### src/rtl/lsu_pkg.sv
// rtl/lsu_pkg.sv - shared LSU size encodings, FSM state enum and bytes-per-size helper
package lsu_pkg;

    localparam logic [1:0] SIZE_BYTE = 2'b00;
    localparam logic [1:0] SIZE_HALF = 2'b01;
    localparam logic [1:0] SIZE_WORD = 2'b10;

    typedef enum logic [1:0] {
        IDLE    = 2'd0,
        ISSUE   = 2'd1,
        CAPTURE = 2'd2,
        RESP    = 2'd3
    } lsu_state_e;

    // Access width in bytes; the reserved encoding returns 0 and is faulted separately.
    function automatic logic [2:0] size_bytes(input logic [1:0] size);
        case (size)
            SIZE_BYTE: size_bytes = 3'd1;
            SIZE_HALF: size_bytes = 3'd2;
            SIZE_WORD: size_bytes = 3'd4;
            default:   size_bytes = 3'd0;
        endcase
    endfunction

endpackage

### src/rtl/load_store_unit_if.sv
// rtl/load_store_unit_if.sv - LSU request/response/memory bundle with master and slave modports
interface load_store_unit_if;

    // execute-stage request
    logic        req_valid;
    logic        req_ready;
    logic [31:0] req_base;
    logic [31:0] req_offset;
    logic [31:0] req_wdata;
    logic        req_is_store;
    logic [1:0]  req_size;
    logic        req_signed;
    logic [4:0]  req_rd;

    // writeback response
    logic        resp_valid;
    logic        resp_ready;
    logic [31:0] resp_data;
    logic [4:0]  resp_rd;
    logic        resp_fault;

    // synchronous-read data memory
    logic [31:0] mem_addr;
    logic [31:0] mem_write_data;
    logic        mem_read;
    logic        mem_write;
    logic [1:0]  mem_size;
    logic        mem_is_signed;
    logic [31:0] mem_read_data;

    // LSU side
    modport slave (
        input  req_valid, req_base, req_offset, req_wdata, req_is_store,
               req_size, req_signed, req_rd, resp_ready, mem_read_data,
        output req_ready, resp_valid, resp_data, resp_rd, resp_fault,
               mem_addr, mem_write_data, mem_read, mem_write, mem_size, mem_is_signed
    );

    // pipeline and memory side
    modport master (
        output req_valid, req_base, req_offset, req_wdata, req_is_store,
               req_size, req_signed, req_rd, resp_ready, mem_read_data,
        input  req_ready, resp_valid, resp_data, resp_rd, resp_fault,
               mem_addr, mem_write_data, mem_read, mem_write, mem_size, mem_is_signed
    );

endinterface

### src/rtl/lsu_addr_check.sv
// rtl/lsu_addr_check.sv - combinational size/range/alignment fault check (alignment trap under LSU_MISALIGN_TRAP_EN)
module lsu_addr_check #(
    parameter int unsigned MEMORY_SIZE_BYTES = 1024
) (
    input  logic [31:0] addr_i,
    input  logic [1:0]  size_i,
    output logic        fault_o
);
    import lsu_pkg::*;

    logic [32:0] end_addr;
    logic        size_bad;
    logic        range_bad;
    logic        misalign_bad;

    // One extra bit so an access touching the top of the 32-bit space cannot wrap past the range check.
    assign end_addr  = {1'b0, addr_i} + {30'b0, size_bytes(size_i)};
    assign size_bad  = (size_i == 2'b11);
    assign range_bad = (end_addr > 33'(MEMORY_SIZE_BYTES));

`ifdef LSU_MISALIGN_TRAP_EN
    assign misalign_bad = ((size_i == SIZE_HALF) && addr_i[0]) ||
                          ((size_i == SIZE_WORD) && (addr_i[1:0] != 2'b00));
`else
    // Memory is byte-granular, so unaligned accesses are legal in this build.
    assign misalign_bad = 1'b0;
`endif

    assign fault_o = size_bad || range_bad || misalign_bad;

endmodule

### src/rtl/load_store_unit.sv
// rtl/load_store_unit.sv - load/store unit: request capture, IDLE/ISSUE/CAPTURE/RESP FSM, one-cycle memory strobes, held response (LSU_MISALIGN_TRAP_EN selects alignment trapping)
module load_store_unit #(
    parameter int unsigned MEMORY_SIZE_BYTES = 1024
) (
    input logic              clk,
    input logic              rst,
    load_store_unit_if.slave lsu_bus
);
    import lsu_pkg::*;

    lsu_state_e  state_q, state_d;
    logic [31:0] addr_q, addr_d;
    logic [31:0] wdata_q, wdata_d;
    logic [1:0]  size_q, size_d;
    logic        signed_q, signed_d;
    logic        store_q, store_d;
    logic [4:0]  rd_q, rd_d;
    logic [31:0] resp_data_q, resp_data_d;
    logic        resp_fault_q, resp_fault_d;
    logic [4:0]  resp_rd_q, resp_rd_d;

    logic [31:0] eff_addr;
    logic        chk_fault;
    logic        in_issue;

    // Effective address wraps modulo 2^32; the check runs on the incoming request so a fault can skip ISSUE.
    assign eff_addr = lsu_bus.req_base + lsu_bus.req_offset;

    lsu_addr_check #(
        .MEMORY_SIZE_BYTES(MEMORY_SIZE_BYTES)
    ) u_addr_check (
        .addr_i (eff_addr),
        .size_i (lsu_bus.req_size),
        .fault_o(chk_fault)
    );

    // State and request/response registers; reset drops any in-flight request silently.
    always_ff @(posedge clk or posedge rst) begin
        if (rst) begin
            state_q      <= IDLE;
            addr_q       <= '0;
            wdata_q      <= '0;
            size_q       <= '0;
            signed_q     <= 1'b0;
            store_q      <= 1'b0;
            rd_q         <= '0;
            resp_data_q  <= '0;
            resp_fault_q <= 1'b0;
            resp_rd_q    <= '0;
        end else begin
            state_q      <= state_d;
            addr_q       <= addr_d;
            wdata_q      <= wdata_d;
            size_q       <= size_d;
            signed_q     <= signed_d;
            store_q      <= store_d;
            rd_q         <= rd_d;
            resp_data_q  <= resp_data_d;
            resp_fault_q <= resp_fault_d;
            resp_rd_q    <= resp_rd_d;
        end
    end

    // Next-state and register updates for the four-state access sequence.
    always_comb begin
        state_d      = state_q;
        addr_d       = addr_q;
        wdata_d      = wdata_q;
        size_d       = size_q;
        signed_d     = signed_q;
        store_d      = store_q;
        rd_d         = rd_q;
        resp_data_d  = resp_data_q;
        resp_fault_d = resp_fault_q;
        resp_rd_d    = resp_rd_q;

        case (state_q)
            IDLE: begin
                if (lsu_bus.req_valid) begin
                    addr_d   = eff_addr;
                    wdata_d  = lsu_bus.req_wdata;
                    size_d   = lsu_bus.req_size;
                    signed_d = lsu_bus.req_signed;
                    store_d  = lsu_bus.req_is_store;
                    rd_d     = lsu_bus.req_rd;
                    if (chk_fault) begin
                        // Faulting access reports its address and never touches memory.
                        resp_data_d  = eff_addr;
                        resp_fault_d = 1'b1;
                        resp_rd_d    = lsu_bus.req_rd;
                        state_d      = RESP;
                    end else begin
                        state_d = ISSUE;
                    end
                end
            end
            ISSUE: begin
                if (store_q) begin
                    resp_data_d  = '0;
                    resp_fault_d = 1'b0;
                    resp_rd_d    = rd_q;
                    state_d      = RESP;
                end else begin
                    state_d = CAPTURE;
                end
            end
            CAPTURE: begin
                // Memory registered the read at the end of ISSUE; its data is valid now.
                resp_data_d  = lsu_bus.mem_read_data;
                resp_fault_d = 1'b0;
                resp_rd_d    = rd_q;
                state_d      = RESP;
            end
            RESP: begin
                if (lsu_bus.resp_ready) begin
                    resp_data_d  = '0;
                    resp_fault_d = 1'b0;
                    resp_rd_d    = '0;
                    state_d      = IDLE;
                end
            end
            default: state_d = IDLE;
        endcase
    end

    assign in_issue = (state_q == ISSUE);

    // Handshake outputs come from state only, so req_ready has no path from req_valid.
    assign lsu_bus.req_ready  = (state_q == IDLE);
    assign lsu_bus.resp_valid = (state_q == RESP);
    assign lsu_bus.resp_data  = resp_data_q;
    assign lsu_bus.resp_fault = resp_fault_q;
    assign lsu_bus.resp_rd    = resp_rd_q;

    // Memory bus is quiet (all zero) except during the single ISSUE cycle.
    assign lsu_bus.mem_read       = in_issue && !store_q;
    assign lsu_bus.mem_write      = in_issue && store_q;
    assign lsu_bus.mem_addr       = in_issue ? addr_q   : '0;
    assign lsu_bus.mem_write_data = in_issue ? wdata_q  : '0;
    assign lsu_bus.mem_size       = in_issue ? size_q   : '0;
    assign lsu_bus.mem_is_signed  = in_issue ? signed_q : 1'b0;

endmodule

### src/flat_wrapper.sv
// flat-port wrapper written by rule: the top's interface ports become plain ports
module load_store_unit_flat import lsu_pkg::*;
#(
    parameter int unsigned MEMORY_SIZE_BYTES = 1024
)
  (clk, rst, lsu_bus_req_valid, lsu_bus_req_base, lsu_bus_req_offset, lsu_bus_req_wdata, lsu_bus_req_is_store, lsu_bus_req_size, lsu_bus_req_signed, lsu_bus_req_rd, lsu_bus_resp_ready, lsu_bus_mem_read_data, lsu_bus_req_ready, lsu_bus_resp_valid, lsu_bus_resp_data, lsu_bus_resp_rd, lsu_bus_resp_fault, lsu_bus_mem_addr, lsu_bus_mem_write_data, lsu_bus_mem_read, lsu_bus_mem_write, lsu_bus_mem_size, lsu_bus_mem_is_signed);
  load_store_unit_if lsu_bus_i ();
  input logic clk;
  input logic rst;
  input wire logic [$bits(lsu_bus_i.req_valid)-1:0] lsu_bus_req_valid;
  input wire logic [$bits(lsu_bus_i.req_base)-1:0] lsu_bus_req_base;
  input wire logic [$bits(lsu_bus_i.req_offset)-1:0] lsu_bus_req_offset;
  input wire logic [$bits(lsu_bus_i.req_wdata)-1:0] lsu_bus_req_wdata;
  input wire logic [$bits(lsu_bus_i.req_is_store)-1:0] lsu_bus_req_is_store;
  input wire logic [$bits(lsu_bus_i.req_size)-1:0] lsu_bus_req_size;
  input wire logic [$bits(lsu_bus_i.req_signed)-1:0] lsu_bus_req_signed;
  input wire logic [$bits(lsu_bus_i.req_rd)-1:0] lsu_bus_req_rd;
  input wire logic [$bits(lsu_bus_i.resp_ready)-1:0] lsu_bus_resp_ready;
  input wire logic [$bits(lsu_bus_i.mem_read_data)-1:0] lsu_bus_mem_read_data;
  output wire logic [$bits(lsu_bus_i.req_ready)-1:0] lsu_bus_req_ready;
  output wire logic [$bits(lsu_bus_i.resp_valid)-1:0] lsu_bus_resp_valid;
  output wire logic [$bits(lsu_bus_i.resp_data)-1:0] lsu_bus_resp_data;
  output wire logic [$bits(lsu_bus_i.resp_rd)-1:0] lsu_bus_resp_rd;
  output wire logic [$bits(lsu_bus_i.resp_fault)-1:0] lsu_bus_resp_fault;
  output wire logic [$bits(lsu_bus_i.mem_addr)-1:0] lsu_bus_mem_addr;
  output wire logic [$bits(lsu_bus_i.mem_write_data)-1:0] lsu_bus_mem_write_data;
  output wire logic [$bits(lsu_bus_i.mem_read)-1:0] lsu_bus_mem_read;
  output wire logic [$bits(lsu_bus_i.mem_write)-1:0] lsu_bus_mem_write;
  output wire logic [$bits(lsu_bus_i.mem_size)-1:0] lsu_bus_mem_size;
  output wire logic [$bits(lsu_bus_i.mem_is_signed)-1:0] lsu_bus_mem_is_signed;
  assign lsu_bus_i.req_valid = lsu_bus_req_valid;
  assign lsu_bus_i.req_base = lsu_bus_req_base;
  assign lsu_bus_i.req_offset = lsu_bus_req_offset;
  assign lsu_bus_i.req_wdata = lsu_bus_req_wdata;
  assign lsu_bus_i.req_is_store = lsu_bus_req_is_store;
  assign lsu_bus_i.req_size = lsu_bus_req_size;
  assign lsu_bus_i.req_signed = lsu_bus_req_signed;
  assign lsu_bus_i.req_rd = lsu_bus_req_rd;
  assign lsu_bus_i.resp_ready = lsu_bus_resp_ready;
  assign lsu_bus_i.mem_read_data = lsu_bus_mem_read_data;
  assign lsu_bus_req_ready = lsu_bus_i.req_ready;
  assign lsu_bus_resp_valid = lsu_bus_i.resp_valid;
  assign lsu_bus_resp_data = lsu_bus_i.resp_data;
  assign lsu_bus_resp_rd = lsu_bus_i.resp_rd;
  assign lsu_bus_resp_fault = lsu_bus_i.resp_fault;
  assign lsu_bus_mem_addr = lsu_bus_i.mem_addr;
  assign lsu_bus_mem_write_data = lsu_bus_i.mem_write_data;
  assign lsu_bus_mem_read = lsu_bus_i.mem_read;
  assign lsu_bus_mem_write = lsu_bus_i.mem_write;
  assign lsu_bus_mem_size = lsu_bus_i.mem_size;
  assign lsu_bus_mem_is_signed = lsu_bus_i.mem_is_signed;
  load_store_unit #(.MEMORY_SIZE_BYTES(MEMORY_SIZE_BYTES)) u_core (.clk(clk), .rst(rst), .lsu_bus(lsu_bus_i));
endmodule
### config.mk
export PLATFORM = sky130hd
export DESIGN_NAME = load_store_unit_flat
export DESIGN_NICKNAME = d
export VERILOG_FILES = /design/src/rtl/lsu_pkg.sv /design/src/rtl/load_store_unit_if.sv /design/src/rtl/lsu_addr_check.sv /design/src/rtl/load_store_unit.sv /design/src/flat_wrapper.sv
export SDC_FILE = /design/constraint.sdc
export NUM_CORES = 1
export LEC_CHECK = 0
export BUFFER_PORTS_ARGS = -buffer_cell sky130_fd_sc_hd__clkbuf_2
export CORE_MARGIN = 10
export CORE_UTILIZATION = 57
export DETAILED_ROUTE_END_ITERATION = 16
export PLACE_DENSITY = 0.88
export SYNTH_ARGS = -nofsm -noshare
export SYNTH_HDL_FRONTEND = slang
export SYNTH_SLANG_ARGS = --single-unit
### constraint.sdc
create_clock -name clk -period 6.6 [get_ports clk]
set_input_delay 1.32 -clock clk [delete_from_list [all_inputs] [get_ports clk]]
set_output_delay 1.32 -clock clk [all_outputs]
set_load 0.01 [all_outputs]
---- After elaboration in Yosys (flattened, before gate mapping) ----
Cells that the tools add are included.
operators by class
  add/subtract/negate cells ............... 2
  magnitude comparators ................... 1
  equal/unequal tests ..................... 10
  mux-type cells .......................... 25
  reduce and logical (&&, ||, !) cells .... 9
operators by type and width
  operator                                                number
  2-to-1 mux 32 bit                                       6
  case mux 32 bit (4 select lines)                        1
  adder 32 x 3 -> 33 bit                                  1
  > comparator 33 x 11 -> 1 bit (second input constant)   1
  adder 32 bit                                            1
  2-to-1 mux 5 bit                                        4
  case mux 5 bit (4 select lines)                         1
  case mux 3 bit (3 select lines)                         1
  equality test 2 bit (second input constant)             4
  2-to-1 mux 2 bit                                        4
  case mux 2 bit (4 select lines)                         1
  2-to-1 mux 1 bit                                        6
  equality test 2 x 1 -> 1 bit (second input constant)    2
  logical NOT 2 bit                                       2
  inequality test 2 x 1 -> 1 bit (second input constant)  2
  inequality test 2 bit (second input constant)           2
  case mux 1 bit (4 select lines)                         1
  AND reduction 2 bit                                     2
  AND reduction 4 bit                                     1
  logical AND 1 bit                                       2
  logical NOT 1 bit                                       1
  logical OR 1 bit                                        1
word-level totals
  register bits ........................... 113
  bits of input ports ..................... 141
  output and inout bits ................... 109
  logic and storage cells ................. 57

---- Logic depth before layout (Yosys ltp) ----
Gate-level depths: netlist of run 1.
  depth after elaboration ................. 8
  mapped depth ............................ 16
  depth with buffers taken out ............ 15

---- Modules after synthesis ----
From an unflattened synthesis of run 1, not the netlist that was laid out.
second synthesis, totals
  cell total of the unflattened synthesis .. 818
  area, all modules ....................... 7648.6 um2
by module, submodules not included
  module           times used  cells each  area an instance (um2)  seq. area each (um2)
  load_store_unit  1           703         6846.6                  2827.7
  lsu_addr_check   1           115         802.0                   0.0

---- Worst setup path before layout of run 1 ----
Ideal clock, no wire load.
  path type ............................... input-to-reg
  from .................................... input lsu_bus_req_offset[0]
  to ...................................... register u_core.resp_data_q[0], in the netlist u_core.lsu_bus.resp_data[0]
  setup time .............................. 125 ps
  arrival ................................. 5803 ps
  required time ........................... 6475 ps
  path slack .............................. 672 ps
  stages on the path ...................... 16
  buffers on the path ..................... 2
  cell sequence ........................... ha_1 fa_1 a211oi_2 nor2_1 xor2_1 nand4_1 or3_1 buf_2 or4_4 or4_1 a311oi_1 o211ai_1 nor4_4 a21oi_2 buf_6 mux2_4
between the ends
  cells in the longest elaborated chain, start to end .. 6
RTL lines
  element                                   line                   RTL
  start: declaration                        flat_wrapper.sv:12     input wire logic [$bits(lsu_bus_i.req_offset)-1:0] lsu_bus_req_offset;
  adder 32 bit *                            load_store_unit.sv:27  assign eff_addr = lsu_bus.req_base + lsu_bus.req_offset;
  adder 32 x 3 -> 33 bit                    lsu_addr_check.sv:17   assign end_addr = {1'b0, addr_i} + {30'b0, size_bytes(size_i)};
  > comparator 33 x 11 -> 1 bit             lsu_addr_check.sv:19   assign range_bad = (end_addr > 33'(MEMORY_SIZE_BYTES));
  logical OR 1 bit                          lsu_addr_check.sv:29   assign fault_o = size_bad || range_bad || misalign_bad;
  inequality test 2 x 1 -> 1 bit (no line)  --
  AND reduction 4 bit (no line)             --
  end signal: assignment                    load_store_unit.sv:58  resp_data_q <= resp_data_d;
  end: declaration                          load_store_unit.sv:18  logic [31:0] resp_data_q, resp_data_d;
Every way passes the cells marked *; elsewhere a longest branch is shown, timed or not. The select of a mux whose other input is x is not followed.
A chain may end at the register's enable or synchronous reset.

---- Final worst setup path of run 1 ----
  from .................................... input lsu_bus_req_offset[0]
  to ...................................... register u_core.resp_data_q[26], in the netlist u_core.lsu_bus.resp_data[26]
Same word-level chain as after synthesis.

==> results.env, run 1 <==
RUN_STATUS='completed'
CRIT_SLOWEST_CELL='sky130_fd_sc_hd__a21oi_4'
SYNTH.CELL_AREA_SQ_UM=8050
TRITONCTS='done'
INITIAL_UTILIZATION=0.580
UNREPAIRED_SETUP_ENDPOINTS_AFTER_GLOBAL_ROUTING='false'
GLOBALPLACE.CONGESTION=0.908
VIA_COUNT=7481
POST_ROUTE_CELLS_DRIVE_ABOVE_1_SHARE=0.391
NUMBER_OF_SYNTHESIZED_FLOPS_WITH_AN_ENABLE_PIN=0
PORT-BUFFER-COUNT=249
SYN_INST_COUNT=823
ANTENNA_FOUND_INITIAL=0
MAX_FREQ_MHz=161
SYNTH.NET_COUNT=1004
YS_FF_LATCH=113
IO_PINS=250
DRV_CAP=0
YS_WARN_COUNT=0
DETAILED_ROUTER_S_FIRST_ITERATION_VIOLATION_COUNT=461
ASYNC_FLOP_SHARE=1.00
CHIPHEIGHT_MICRONS=139
HORIZONTAL_DIE_DIMENSION_MICRONS=139
SYNTH_SEQ_AREA_SHARE=0.351
PATH_CLK_SLEW_PS=50
PLACED_STANDARD_CELL_AREA_SQ_UM=9490
WIRE_LENGTH_OF_THE_FIRST_GLOBAL_ROUTING_PASS_MM=40.2
ROUTE.DETAILED.VIAS_PER_INST=5.96
CTS_HOLD_BUF=0
PERIOD_SHARE=0.940
TIMING.CRITICAL_PATH.REQUIRED_PS=6890
PIN_COUNT_OF_THE_BIGGEST_NET_ENTERING_GLOBAL_ROUTING=85
ROUTED_WIRE_LENGTH_PER_INSTANCE_MICRONS=20.1
CLK_ROOT_BUFFER_CELL='sky130_fd_sc_hd__clkbuf_16'
WORSTPATHARRIVAL_PS=6490
FINALINSTANCEAREA_SQ_UM=10100
CTS_INSERTED_BUFFERS=17
REMAINING_DRC_ERRORS=0
CTS_SETUP_BUFFERS=0
TIMING_MAX_TRANSITION_VIOLATIONS_FINAL=0
MAX_STAGE_DELAY_PS=610
SYNTH.LARGEST_AREA_CELL='sky130_fd_sc_hd__dfrtp_1'
SYNTH_TOP_AREA_SHARE=0.351
NETS=1245
TNS_PS=0
PERIOD_MINUS_SLACK_PS=6200
MAX-VDD-IR-DROP_mV=0.190
FIRST_GLOBAL_VIAS=7524
HP-CLASS='reg -> reg'
CRITICAL_PATH.MAX_FANOUT=14
LAYOUT.FILLER_CELLS=1037
PLACE_HPWL_MM=19.7
GRT_UTIL_ALL_LAYERS=0.252
ROUTED_WL_MM=25.3
FP-ROW-COUNT=43
FLOW.AREA_GROWTH_FROM_SYNTHESIS_PCT=25.4
SETUP-VIOLATIONS-FINAL=0
LAYOUT_SKEW_PS=8.30
TIMING.CRITICAL_PATH.CELLS='clkbuf_2, ha_1, fa_1, a211oi_2, o31ai_4, a2111oi_0, o31ai_1, or4_1, or3_1, nor4_1, a211oi_1, a31oi_1, nor4_4, a21oi_4, buf_4, mux2_2'
P_PER_AREA_nW_PER_UM2=407
SYNTHFLOPTYPE='sky130_fd_sc_hd__dfrtp_1'
CTS-ROOT-TO-SINK-BUFFERS=2
SYNTHDISTINCTLIBCELLS=75
CRITICAL_PATH_CLASS='in -> reg'
SYNTH_AREA_PER_CELL_SQ_UM=9.78
DETAILEDROUTE.FIRSTPASSITERATIONCOUNT=5
DESIGN.DIE.AREA_SQ_UM=19300
CTS_MAX_LEVEL=4
CTS_RESIZED=0
MAX-SLEW-MARGIN-REL=0.286
TOTAL_LEAKAGE_POWER_uW=0.00494
ROUTE.ANTENNA.REMAINING_NETS=0
CLK-INSERTION-DELAY-LATE_PS=410
HOLD_VIOLATIONS=0
STARTPOINT_TYPE='input port'
YS_TOP_CELLS_BY_AREA='sky130_fd_sc_hd__dfrtp_1, sky130_fd_sc_hd__mux2_2, sky130_fd_sc_hd__ha_1, sky130_fd_sc_hd__mux2_4, sky130_fd_sc_hd__and2_1'
END_KIND='register'
CTS.SINK_COUNT=113
FP.COREAREA_SQ_UM=13900
TIGHTESTPINTRANSITION_PS=1070
N_ANTENNA_CELL=0
GR-TOTAL-OVERFLOW=0
-- Yosys cell counts, types with 4 or more instances --
cell type and number:
sky130_fd_sc_hd__a22o_1 26, sky130_fd_sc_hd__xor2_1 11, sky130_fd_sc_hd__dfrtp_1 113, sky130_fd_sc_hd__nor2b_1 6, sky130_fd_sc_hd__nand2_1 74, sky130_fd_sc_hd__a31oi_1 5, sky130_fd_sc_hd__or2_2 4, sky130_fd_sc_hd__o31ai_1 7
sky130_fd_sc_hd__and3_1 5, sky130_fd_sc_hd__o21ai_0 45, sky130_fd_sc_hd__inv_1 12, sky130_fd_sc_hd__nand3_1 8, sky130_fd_sc_hd__o21bai_1 4, sky130_fd_sc_hd__a21o_1 12, sky130_fd_sc_hd__nor4_1 10, sky130_fd_sc_hd__o21a_1 6
sky130_fd_sc_hd__a21oi_1 48, sky130_fd_sc_hd__nand4_1 15, sky130_fd_sc_hd__or3_1 7, sky130_fd_sc_hd__nor3_1 13, sky130_fd_sc_hd__and2_1 69, sky130_fd_sc_hd__xnor2_1 19, sky130_fd_sc_hd__mux2_2 73, sky130_fd_sc_hd__clkbuf_1 35
sky130_fd_sc_hd__mux2_4 30, sky130_fd_sc_hd__buf_2 5, sky130_fd_sc_hd__nor2_1 33, sky130_fd_sc_hd__a211oi_1 9, sky130_fd_sc_hd__ha_1 38
-- power breakdown --
group	switching, uW	internal, uW	leakage [uW]	total (uW)
combinational	1010	953	0.00326	1970
clock	313	624	0.000296	937
sequential	181	1020	0.00139	1210
-- critical path: cells and delay by family --
family,cells,cell delay (ps)
buffers and inverters,2,390
muxes,1,360
and+or+nand+nor,4,1510
AOI/OAI and AO/OA,7,2240
adders and majority gates,2,660
-- cells in the final DEF, fill, tap and decap left out, types with 4 or more instances in the layout --
cell                        instances
sky130_fd_sc_hd__a211oi_1           9
sky130_fd_sc_hd__inv_1             11
sky130_fd_sc_hd__or2_2              4
sky130_fd_sc_hd__nor4_1            10
sky130_fd_sc_hd__a21o_1            12
sky130_fd_sc_hd__o31ai_1            7
sky130_fd_sc_hd__o21a_1             6
sky130_fd_sc_hd__mux2_4            30
sky130_fd_sc_hd__buf_4             17
sky130_fd_sc_hd__nor2b_1            5
sky130_fd_sc_hd__and2_1            69
sky130_fd_sc_hd__a21oi_1           48
sky130_fd_sc_hd__xor2_1            11
sky130_fd_sc_hd__o21ai_0           45
sky130_fd_sc_hd__dfrtp_1          113
sky130_fd_sc_hd__bufinv_16          4
sky130_fd_sc_hd__nor3_1            13
sky130_fd_sc_hd__clkinv_2           6
sky130_fd_sc_hd__clkbuf_2         249
sky130_fd_sc_hd__and3_1             5
sky130_fd_sc_hd__nand3_1            8
sky130_fd_sc_hd__nand2_1           73
sky130_fd_sc_hd__mux2_2            73
sky130_fd_sc_hd__o21bai_1           4
sky130_fd_sc_hd__nor2_1            33
sky130_fd_sc_hd__a31oi_1            5
sky130_fd_sc_hd__clkbuf_16         17
sky130_fd_sc_hd__ha_1              36
sky130_fd_sc_hd__or3_1              7
sky130_fd_sc_hd__nand4_1           15
sky130_fd_sc_hd__xnor2_1           19
sky130_fd_sc_hd__a22o_1            26
-- final cells by class --
cell class,count,area (sq um),area share
Clock buffer,19,433,0.0429
Clock inverter,12,166,0.0165
Inverter,12,47.5,0.00471
Multi-Input combinational cell,653,4990,0.495
Sequential cell,113,2830,0.280
Tap cell,180,225,0.0223
Timing Repair Buffer,267,1390,0.138
-- sequential cells by signal, summed over array words and instances (netlist names) --
register and cells:
u_core.addr_q 32, u_core.lsu_bus.resp_data 32, u_core.lsu_bus.resp_fault 1, u_core.lsu_bus.resp_rd 5
u_core.rd_q 5, u_core.signed_q 1, u_core.size_q 2, u_core.state_q 2
u_core.store_q 1, u_core.wdata_q 32
-- per-stage QoR --
stage	setup slack [ps]	util	total power, uW	hold WS (ps)	cells
after floorplan	672	-	2510	440	823
after global placement	254	0.684	3080	455	1225
after detailed placement	74.5	0.684	3170	462	1225
after CTS	471	0.727	4110	472	1256
after global routing	118	0.727	4330	495	1256
final	398	0.727	4110	469	1256
-- logic make-up (layout without fill, tap and decap cells) --
group                      count (synthesis)  count (layout)  synth area share
and+or+nand+nor                          267             267             0.178
DFF                                      113             113             0.351
xor gates and xnor gates                  31              31            0.0347
adders and majority gates                 40              40            0.0641
buffers and inverters                     57             310            0.0306
muxes                                    106             106             0.162
AOI/OAI and AO/OA                        209             209             0.179
-- worst paths after layout --
| kind | startpoint | end | slack, ps | depth (start not counted) |
|---|---|---|---|---|
| max | lsu_bus_req_offset[0] | u_core.lsu_bus.resp_data[26] | 400 | 16 |
| min | u_core.addr_q[17] | u_core.addr_q[17] | 470 | 2 |
| max reg2reg | u_core.state_q[0] | u_core.lsu_bus.resp_data[26] | 3090 | 8 |
| min reg2reg | u_core.addr_q[17] | u_core.addr_q[17] | 470 | 2 |
| max in group asynchronous | rst | u_core.lsu_bus.resp_data[14] | 4400 | 3 |
| min in group asynchronous | rst | u_core.addr_q[28] | 1040 | 2 |
-- routing by layer --
metal | wire length (microns) | GRT usage | vias up | share of wire
met5 | 0 | 0 | - | 0
met4 | 765 | 0.0972 | 0 | 0.030
met3 | 1500 | 0.0497 | 51 | 0.059
met2 | 12300 | 0.418 | 340 | 0.49
met1 | 10700 | 0.317 | 3576 | 0.42
li1 | - | - | 3514 | -
Note: power is estimated with default switching activity, not from simulation.
==> run 2: changes to the inputs <==
--- a/config.mk
+++ b/config.mk
@@ -9,7 +9,7 @@
 export CORE_MARGIN = 10
 export CORE_UTILIZATION = 57
 export DETAILED_ROUTE_END_ITERATION = 16
-export PLACE_DENSITY = 0.88
+export PLACE_DENSITY = 0.95
 export SYNTH_ARGS = -nofsm -noshare
 export SYNTH_HDL_FRONTEND = slang
 export SYNTH_SLANG_ARGS = --single-unit
==> run 2 against run 1 <==
Worst setup slack improved by 250 ps. Global-route usage increased by 0.24 points. Total power decreased by 2.0%. Combinational power about the same. Die area unchanged. Count of clock-buffer cells in the layout increased by 3. Worst hold slack improved by 9.6 ps. Sequential share of layout area increased by 0.21 points. Sequential power about the same. Largest cell class unchanged. Highest routed layer unchanged.
==> results.env, run 2 (synthesis results as in run 1) <==
LAYOUT.FILLER_CELLS=1002
CTS_INSERTED_BUFFERS=17
TIMING.CRITICAL_PATH.CELLS='clkbuf_2, ha_1, fa_1, a211oi_2, o31ai_4, a2111oi_0, nor3_1, or2_2, or4_4, or4_1, a311oi_1, o211ai_1, nor4_4, a21oi_4, buf_4, mux2_4'
MAX_STAGE_DELAY_PS=630
TIMING_MAX_TRANSITION_VIOLATIONS_FINAL=0
CRIT_SLOWEST_CELL='sky130_fd_sc_hd__a2111oi_0'
ROUTED_WL_MM=25.7
ROUTE.DETAILED.VIAS_PER_INST=6.04
REPORT.POWER.TOTAL_uW=4030
SETUP-VIOLATIONS-FINAL=0
HOLD_SP='u_core.addr_q[17]'
PATH_CLK_SLEW_PS=50
HP-CLASS='reg -> reg'
WORSTPATHARRIVAL_PS=6240
HORIZONTAL_DIE_DIMENSION_MICRONS=139
WORSTHOLDENDPOINT='u_core.addr_q[17]'
PERIOD_SHARE=0.902
R2R_CELLS=9
CTS-ROOT-TO-SINK-BUFFERS=2
MOSTFREQUENTLAYOUTCELLS='sky130_fd_sc_hd__clkbuf_2, sky130_fd_sc_hd__dfrtp_1, sky130_fd_sc_hd__mux2_2, sky130_fd_sc_hd__nand2_1, sky130_fd_sc_hd__and2_1'
NETS=1241
MAX-SLEW-MARGIN-REL=0.301
FP-ROW-COUNT=43
CTS_SETUP_BUFFERS=0
N_ANTENNA_CELL=0
GRT_UTIL_ALL_LAYERS=0.255
MAX_FREQ_MHz=168
TNS_PS=0
FINISH.UTILIZATION=0.721
ROUTED_WIRE_LENGTH_PER_INSTANCE_MICRONS=20.5
CHIPHEIGHT_MICRONS=139
CTS_HOLD_BUF=0
STARTPOINT_TYPE='input port'
CRITICAL_PATH_CLASS='in -> reg'
END_KIND='register'
P_PER_AREA_nW_PER_UM2=402
TIMING.FINAL.WS_SETUP_PS=649
PLACE_HPWL_MM=19.8
HOLD_VIOLATIONS=0
FINAL_COMMON_CELL='sky130_fd_sc_hd__clkbuf_2'
UNREPAIRED_SETUP_ENDPOINTS_AFTER_GLOBAL_ROUTING='false'
MAX-VDD-IR-DROP_mV=0.227
FF_LATCH_AREA_SQ_UM=2830
DETAILED_ROUTER_S_FIRST_ITERATION_VIOLATION_COUNT=497
POST_ROUTE_CELLS_DRIVE_ABOVE_1_SHARE=0.388
GLOBALPLACE.CONGESTION=0.898
ANTENNA_FOUND_INITIAL=1
CRITICAL_PATH.MAX_FANOUT=19
WIRE_LENGTH_OF_THE_FIRST_GLOBAL_ROUTING_PASS_MM=40.6
PLACED_STANDARD_CELL_AREA_SQ_UM=9450
RUN_STATUS='completed'
TIGHTESTPINTRANSITION_PS=1050
DRV_CAP=0
PERIOD_MINUS_SLACK_PS=5950
CLK-INSERTION-DELAY-LATE_PS=410
CTS.SINK_COUNT=113
PORT-BUFFER-COUNT=249
PLACE_WS_PS=226
VIA_COUNT=7569
FIRST_GLOBAL_VIAS=7625
GR-TOTAL-OVERFLOW=0
WORST_REG2REG_PATH_ENDPOINT='u_core.lsu_bus.resp_data[29]'
CTS_MAX_LEVEL=4
PIN_COUNT_OF_THE_BIGGEST_NET_ENTERING_GLOBAL_ROUTING=85
FP.COREAREA_SQ_UM=13900
RRSETUPSLACK_PS=3470
TIMING.CRITICAL_PATH.REQUIRED_PS=6890
AREA_OF_COMBINATIONAL_CELLS_WITH_MULTIPLE_INPUTS_SQ_UM=4990
TRITONCTS='done'
CTS_RESIZED=0
FLOW.AREA_GROWTH_FROM_SYNTHESIS_PCT=24.4
CLK_ROOT_BUFFER_CELL='sky130_fd_sc_hd__clkbuf_16'
REMAINING_DRC_ERRORS=0
FINALINSTANCEAREA_SQ_UM=10000
CRIT-REG2REG-LAUNCH='u_core.state_q[0]'
INITIAL_UTILIZATION=0.580
TOTAL_LEAKAGE_POWER_uW=0.00489
ROUTE.ANTENNA.REMAINING_NETS=0
LAYOUT_SKEW_PS=7.76
DETAILEDROUTE.FIRSTPASSITERATIONCOUNT=5
HOLD_DEPTH=2
DESIGN.DIE.AREA_SQ_UM=19300
IO_PINS=250
[run 2: worst max path at each step]
| stage | start | endpoint | depth (start not counted) |
|---|---|---|---|
| after floorplan | lsu_bus_req_offset[0] | u_core.lsu_bus.resp_data[0] | 16 |
| after global placement | lsu_bus_req_offset[0] | u_core.lsu_bus.resp_rd[2] | 16 |
| after detailed placement | lsu_bus_req_offset[0] | u_core.lsu_bus.resp_data[1] | 16 |
| after CTS | lsu_bus_req_offset[0] | u_core.lsu_bus.resp_data[23] | 16 |
| after global routing | lsu_bus_req_offset[0] | u_core.lsu_bus.resp_data[29] | 16 |
| final | lsu_bus_req_offset[0] | u_core.lsu_bus.resp_rd[1] | 16 |
[run 2: final cells by class]
cell class,instances,share of cell area
clock buffers,22,0.0454
clock inverters,10,0.0111
inverters,12,0.00475
multi-input cells,653,0.499
flip-flops and latches,113,0.282
well taps,180,0.0225
repair buffers,263,0.135
[run 2: report_power, final]
part / internal [uW] / leakage, uW / switching (uW)
Clock: 562 / 0.000270 / 313
Combinational: 936 / 0.00324 / 1010
Sequential: 1020 / 0.00139 / 180
Total: 2520 / 0.00489 / 1500
[run 2: metrics by stage]
stage	std cells	hold WS (ps)
4_1_cts	1253	479
3_3_place_gp	1221	454
3_5_place_dp	1221	466
6_report	1253	478
5_1_grt	1253	502
2_1_floorplan	823	440
[run 2: worst max-delay path, delay by kind of cell]
family | cells | cell delay, ps
AOI/OAI and AO/OA | 6 | 1650
and+or+nand+nor | 5 | 1930
muxes | 1 | 330
buffers and inverters | 2 | 340
adders and majority gates | 2 | 660
[run 2: metal layers]
| layer | vias to the layer above | global-route usage | wire, microns |
|---|---|---|---|
| li1 | 3502 | - | - |
| met1 | 3643 | 0.302 | 10300 |
| met2 | 360 | 0.431 | 12600 |
| met3 | 64 | 0.0634 | 1840 |
| met4 | 0 | 0.103 | 890 |
| met5 | - | 0 | 0 |
